**src/rtl/mutex_bank.sv**
```systemverilog
`default_nettype none
// +--------------------------------------------------------------------------+
// | mutex_bank : Avalon-MM bank of hardware mutexes with a release-event irq. |
// | Optional hold watchdog when MUTEX_TIMEOUT_EN is defined.  Rev 1.0         |
// +--------------------------------------------------------------------------+
module mutex_bank #(
  parameter int NUM_MUTEX      = 4,
  parameter int OWNER_W        = 16,
  parameter int VALUE_W        = 16,
  parameter int INIT_OWNER     = 0,
  parameter int INIT_VALUE     = 0,
  parameter int TIMEOUT_CYCLES = 1000000,
  localparam int AW            = $clog2(NUM_MUTEX + 3)
) (
  input  logic          clk,
  input  logic          reset_n,
  input  logic          chipselect,
  input  logic [AW-1:0] address,
  input  logic          read,
  input  logic          write,
  input  logic [31:0]   data_from_cpu,
  output logic [31:0]   data_to_cpu,
  output logic          irq
);

  localparam logic [AW-1:0]      c_ADDR_FLAG   = AW'(NUM_MUTEX);
  localparam logic [AW-1:0]      c_ADDR_LOCKED = AW'(NUM_MUTEX + 1);
  localparam logic [AW-1:0]      c_ADDR_EVENT  = AW'(NUM_MUTEX + 2);
  localparam logic [VALUE_W-1:0] c_INIT_VALUE  = VALUE_W'(INIT_VALUE);
  localparam logic [OWNER_W-1:0] c_INIT_OWNER  = OWNER_W'(INIT_OWNER);

  logic [VALUE_W-1:0]   r_value [NUM_MUTEX];
  logic [OWNER_W-1:0]   r_owner [NUM_MUTEX];
  logic [NUM_MUTEX-1:0] r_event;
  logic                 r_reset_flag;
  logic                 r_irq;

  logic [NUM_MUTEX-1:0] w_locked;
  logic [NUM_MUTEX-1:0] w_release;
  logic                 w_bus_wr;
  logic [VALUE_W-1:0]   w_wval;
  logic [OWNER_W-1:0]   w_wown;
  logic                 w_unused_ok;

  assign w_bus_wr    = chipselect & write;
  assign w_wval      = data_from_cpu[VALUE_W-1:0];
  assign w_wown      = data_from_cpu[VALUE_W +: OWNER_W];
  assign w_unused_ok = &{1'b0, read, data_from_cpu};

`ifndef MUTEX_TIMEOUT_EN
  localparam int c_unused_timeout = TIMEOUT_CYCLES;
`endif

  generate
    for (genvar k = 0; k < NUM_MUTEX; k++) begin : g_mutex
      logic               w_wr;
      logic               w_en;
      logic               w_expire;
      logic [VALUE_W-1:0] w_next_value;

      assign w_wr = w_bus_wr && (address == AW'(k));
      assign w_en = w_wr && ((r_value[k] == '0) || (r_owner[k] == w_wown));

`ifdef MUTEX_TIMEOUT_EN
      localparam int           CW             = $clog2(TIMEOUT_CYCLES + 1);
      localparam logic [CW-1:0] c_TIMEOUT_LOAD = CW'(TIMEOUT_CYCLES);
      logic [CW-1:0] r_count;

      assign w_expire = (r_value[k] != '0) && (r_count == CW'(1));

      always_ff @(posedge clk or negedge reset_n) begin
        if (!reset_n) begin
          r_count <= (c_INIT_VALUE != '0) ? c_TIMEOUT_LOAD : '0;
        end else if (w_en) begin
          r_count <= (w_wval != '0) ? c_TIMEOUT_LOAD : '0;
        end else if ((r_value[k] != '0) && (r_count != '0)) begin
          r_count <= r_count - CW'(1);
        end
      end
`else
      assign w_expire = 1'b0;
`endif

      // An enabled write takes precedence over a simultaneous expiry.
      always_comb begin
        w_next_value = r_value[k];
        if (w_en)          w_next_value = w_wval;
        else if (w_expire) w_next_value = '0;
      end

      assign w_locked[k]  = (r_value[k] != '0);
      assign w_release[k] = w_locked[k] && (w_next_value == '0);

      always_ff @(posedge clk or negedge reset_n) begin
        if (!reset_n) begin
          r_value[k] <= c_INIT_VALUE;
          r_owner[k] <= c_INIT_OWNER;
        end else if (w_en) begin
          r_value[k] <= w_wval;
          r_owner[k] <= w_wown;
        end else if (w_expire) begin
          r_value[k] <= '0;
          r_owner[k] <= '0;
        end
      end
    end
  endgenerate

  // New release events win over a same-cycle W1C clear.
  always_ff @(posedge clk or negedge reset_n) begin
    if (!reset_n) begin
      r_event      <= '0;
      r_reset_flag <= 1'b1;
      r_irq        <= 1'b0;
    end else begin
      if (w_bus_wr && (address == c_ADDR_EVENT))
        r_event <= (r_event & ~data_from_cpu[NUM_MUTEX-1:0]) | w_release;
      else
        r_event <= r_event | w_release;
      if (w_bus_wr && (address == c_ADDR_FLAG))
        r_reset_flag <= 1'b0;
      r_irq <= |r_event;
    end
  end

  always_comb begin
    data_to_cpu = '0;
    for (int k = 0; k < NUM_MUTEX; k++) begin
      if (address == AW'(k)) begin
        data_to_cpu[VALUE_W-1:0]       = r_value[k];
        data_to_cpu[VALUE_W +: OWNER_W] = r_owner[k];
      end
    end
    if (address == c_ADDR_FLAG)   data_to_cpu[0]             = r_reset_flag;
    if (address == c_ADDR_LOCKED) data_to_cpu[NUM_MUTEX-1:0] = w_locked;
    if (address == c_ADDR_EVENT)  data_to_cpu[NUM_MUTEX-1:0] = r_event;
  end

  assign irq = r_irq;

endmodule
`default_nettype wire

```
**config.mk**
```make
export PLATFORM = sky130hd
export DESIGN_NAME = mutex_bank
export DESIGN_NICKNAME = d
export VERILOG_FILES = /design/src/rtl/mutex_bank.sv
export SDC_FILE = /design/constraint.sdc
export NUM_CORES = 1
export LEC_CHECK = 0
export ABC_AREA = 1
export BUFFER_PORTS_ARGS = -buffer_cell sky130_fd_sc_hd__buf_2
export CORE_MARGIN = 3
export CORE_UTILIZATION = 50
export CTS_CLUSTER_SIZE = 12
export DETAILED_ROUTE_END_ITERATION = 8
export HOLD_SLACK_MARGIN = 0.12
export PLACE_DENSITY = 0.69
export SETUP_SLACK_MARGIN = 0.05
export SLEW_MARGIN = 20
export SYNTH_ARGS = -nofsm -noshare
export SYNTH_HDL_FRONTEND = slang
export SYNTH_SLANG_ARGS = --single-unit
```
**constraint.sdc**
```tcl
create_clock -name clk -period 4.71 [get_ports clk]
set_input_delay 0.942 -clock clk [delete_from_list [all_inputs] [get_ports clk]]
set_output_delay 0.942 -clock clk [all_outputs]
set_load 0.02 [all_outputs]
```
### After elaboration in Yosys (flattened, before gate mapping)

Index checks and enable logic that the tools add are counted.

* output and inout port bits: 33
* logic and storage cells: 70
* input port bits: 40
* memory bits (writable): 0
* bits in read-only memories: 0
* memories kept: 0
* bits in latches: 0
* bits in registers: 134

* order comparisons: 0
* bitwise logic cells: 5
* $add $sub $neg: 0
* equal/unequal tests: 10
* multipliers: 0
* multiplexer cells: 12
* reductions and logical operators: 32
* div/mod/pow operators: 0
* shift operators: 0

Operators with widths (count)
* logical NOT 16 bit: 8
* two-way mux 32 bit: 4
* equality test 16 bit: 4
* two-way mux 16 bit: 4
* nonzero test 16 bit: 4
* logical AND 1 bit: 14
* two-way mux 4 bit: 3
* equality test 3 bit (second input constant): 3
* bitwise OR 4 bit: 2
* equality test 3 x 2 -> 1 bit (second input constant): 2
* AND 4 bit: 1
* logical OR 1 bit: 4
* inverter 4 bit: 1
* OR reduction 4 bit: 1
* equality test 3 x 1 -> 1 bit (second input constant): 1
* logical NOT 3 bit: 1
* AND 1 bit: 1
* two-way mux 1 bit: 1

### Depth between registers and ports, before layout

* depth after elaboration: 8
* depth in mapped cells: 17
* gate-level depth less buffers: 17

### Least setup slack after synthesis

Ideal clock, no wire load.

* path kind: input port to output port
* start: in address[1]
* end: out data_to_cpu[5]
* data required time: 3768 ps
* path buffers: 1
* data arrival time: 1991 ps
* stages: 7
* path slack: 1777 ps
* path through: inv_1 nor2_1 inv_2 nor2_1 clkbuf_1 a221oi_1 o21ai_0

* word-level cells in the longest chain between the ends: 5
* elaborated cells between the ends (all ways): 8

RTL lines
* start: declaration: line 18 `input logic [AW-1:0] address,`
* logical NOT 3 bit: line 129 `if (address == AW'(k)) begin`
* two-way mux 32 bit (3 in series): line 129
* two-way mux 32 bit *: line 129
* end: declaration: line 22 `output logic [31:0] data_to_cpu,`

Mark *: on every way between the ends. The rest lies on a longest branch, timed or not.

### Final worst setup path

* start: in address[0]
* end: out data_to_cpu[3]

* word-level cells in the longest chain between the ends: 7
* elaborated cells between the ends (all ways): 12

RTL lines
* logical NOT 3 bit: line 129
* two-way mux 32 bit (4 in series): line 129
* two-way mux 4 bit: line 135 `if (address == c_ADDR_LOCKED) data_to_cpu[NUM_MUTEX-1:0] = w_locked;`
* two-way mux 4 bit *: line 136 `if (address == c_ADDR_EVENT) data_to_cpu[NUM_MUTEX-1:0] = r_event;`

Marked as above.

==> out/metrics.yaml <==
status: "finished clean"
hold_viol_final: 0
initial_core_util_pct: 51.8
synth_nets: 1160
synth_xor_area_share_pct: 0
finalPower_mw: 2.83
final_cells: 1379
globalRouteOverflowTotal: 0
powerDensity_nw_per_um2: 324
antenna_cells: 0
avgRoutedWirePerCell_um: 15.3
placed_area_um2: 8090
fin_util_pct: 59.2
num_rows: 44
period_needed_ns: 3.71
hold_buffers: 0
synth_simple_gate_area_share_pct: 31.1
busiest_layer: "met1"
grt_use_met1_pct: 39.2
drive_gt1_share_pct: 12.8
crit_path_max_incr_delay_ns: 0.55
worst_slew_pin_slew_ns: 0.768
hold_path_class: "register to register"
synth_warnings: 0
cp_max_fo: 17
crit_path_cell_trace: "buf_2 -> nor2_1 -> nand2_1 -> buf_4 -> o21ai_0 -> a221oi_1 -> nand3_1 -> buf_2"
slew_headroom_pct: 48.8
pin_count: 73
multi_input_area_um2: 3410
synthAdderAreaFrac_pct: 0
via_count: 7325
skew_ns: 0.0112
synth_compound_area_share_pct: 13.5
vias_per_cell: 5.31
dr.pass1.iters: 6
clock_path_buffers: 2
core_um2: 14800
syn_area_per_cell_um2: 6.82
die_w_um: 130
grt_pass1_wl_um: 33700
netlist_instances: 1120
ys_ff_latch: 134
fill_cells: 1434
synth_top_family_by_area: "simple AND/OR/NAND/NOR gates"
use_met3_pct: 5.44
fin_area_um2: 8730
netlist_area_um2: 7640
layout.nets: 1222
post_cts_resized: 0
fmax_mhz: 270
drc: 0
ys_seq_area_share_pct: 43.9
period_share_pct: 78.7
rsz0062_at_grt: "no"
cts_sinks: 134
portBuffers: 71
crit_path_top_delay_cell: "nand2_1"
path_clk_slew_ns: 0.06
grt_antenna_before_repair: 0
grtUsageMet2_pct: 37.1
maxSlewViolCount: 0
path_class: "input port to output pin"
dp_cells: 1347
post_cts_buffers: 0
layout_commonest_cell: "nand2_1"
first_iter_violations: 897
seq_area_um2: 3350
worstSetupEndpointType: "output pin"
postRouteAntennaNets: 0
routed_wl_um: 21100
die_area_um2: 16800
crit_required_ns: 3.77
arrival_ns: 2.77
yosysUniqueCellTypes: 28
grt_usage_pct: 26.0
power_leakage_nw: 4.42
grt_pass1_vias: 6560
area_growth_pct: 14.3
cts_tree: "done"
cp_common_cell: "buf_2"
clk_latency_ns: 0.43
setup_viol: 0
die_y_um: 130
root_buffer: "clkbuf_16"
crit_path_start_kind: "input port"
ir_drop_v: 0.000234
tns_ns: 0
htreeDepth: 4
dp_hpwl_um: 14500
most-common-layout-cells: "nand2_1 (416), inv_1 (158), dfrtp_1 (133)"
cts_made_buffers: 17
yosys-mux-area-fraction_pct: 0
gp_congestion: 0.912
grt_max_degree: 82
cap_violations: 0
[through the flow]
| step | hold WS, ns | setup slack, ns |
|---|---|---|
| global placement | 0.459 | 1.06 |
| floorplan | 0.443 | 1.78 |
| finish | 0.469 | 1.00 |
| CTS | 0.471 | 1.04 |
| detailed placement | 0.461 | 1.06 |
| global route | 0.505 | 0.880 |
[power breakdown]
group	total, mW	internal (mW)	switching [mW]
sequential	1.17	1.16	0.00737
clock	1.45	0.904	0.545
combinational	0.211	0.0589	0.152
[state kept, by name, indices dropped and copies added, names as in the netlist]
signal,cells
r_event,4
r_value,64
r_owner,64
irq,1
r_reset_flag,1
[layout make-up]
type,instances,share of cell area [%]
multi-input cells,772,39.1
flip-flops and latches,134,38.4
inverters,178,7.66
clock buffers,18,5.03
repair buffers,79,4.83
well taps,184,2.64
clock inverters,14,2.29
[worst max-delay path, delay by kind of cell]
kind / cells / cell delay (ns)
buf+inv: 3 / 0.73
simple gates: 3 / 0.75
compound gates: 2 / 0.34
[cell families (layout without fill, tap and decap cells)]
logic type | after synthesis | count (layout)
AOI/OAI and AO/OA | 189 | 189
buffers and inverters | 214 | 289
DFF | 134 | 134
and+or+nand+nor | 583 | 583
[synth_stat cells]
cell       count  area [µm²]
a21oi_1       26         130
a221oi_1       6        52.6
a31oi_1        1        6.26
buf_2          4        20.0
buf_4          1        7.51
buf_6          8        90.1
clkbuf_1      23        86.3
dfrtp_1      133        3330
dfstp_2        1        26.3
inv_1        158         593
inv_2         20        75.1
nand2_1      416        1560
nand2_2        3        18.8
nand2_4        4        45.0
nand3_1       50         250
nand4_1       10        62.6
nor2_1        88         330
nor2_2         1        6.26
nor2_4         3        33.8
nor3_1         3        15.0
nor3_4         2        32.5
nor4_1         2        12.5
o2111ai_1      2        17.5
o21ai_0      117         586
o21ai_1        5        25.0
o21ai_2        7        61.3
o22ai_1       25         156
or4_1          1        7.51
[worst paths after layout]
check	start	slack [ns]	to	cells past startpoint
max in group asynchronous	reset_n	3.20	r_reset_flag	2
setup reg to reg	r_value[14]	1.84	r_event[3]	11
setup / recovery	address[0]	1.00	data_to_cpu[3]	8
hold / removal	r_reset_flag	0.47	r_reset_flag	2
hold reg to reg	r_reset_flag	0.47	r_reset_flag	2
min in group asynchronous	reset_n	0.58	r_owner[19]	1
[layer usage]
metal,part of all wire (%),routed length (µm),up-vias
li1,-,-,3622
met1,48,10200,3388
met2,43,8960,267
met3,7.0,1470,48
met4,2.3,480,0
met5,0,0,-
Note: power is estimated with default switching activity, not from simulation.
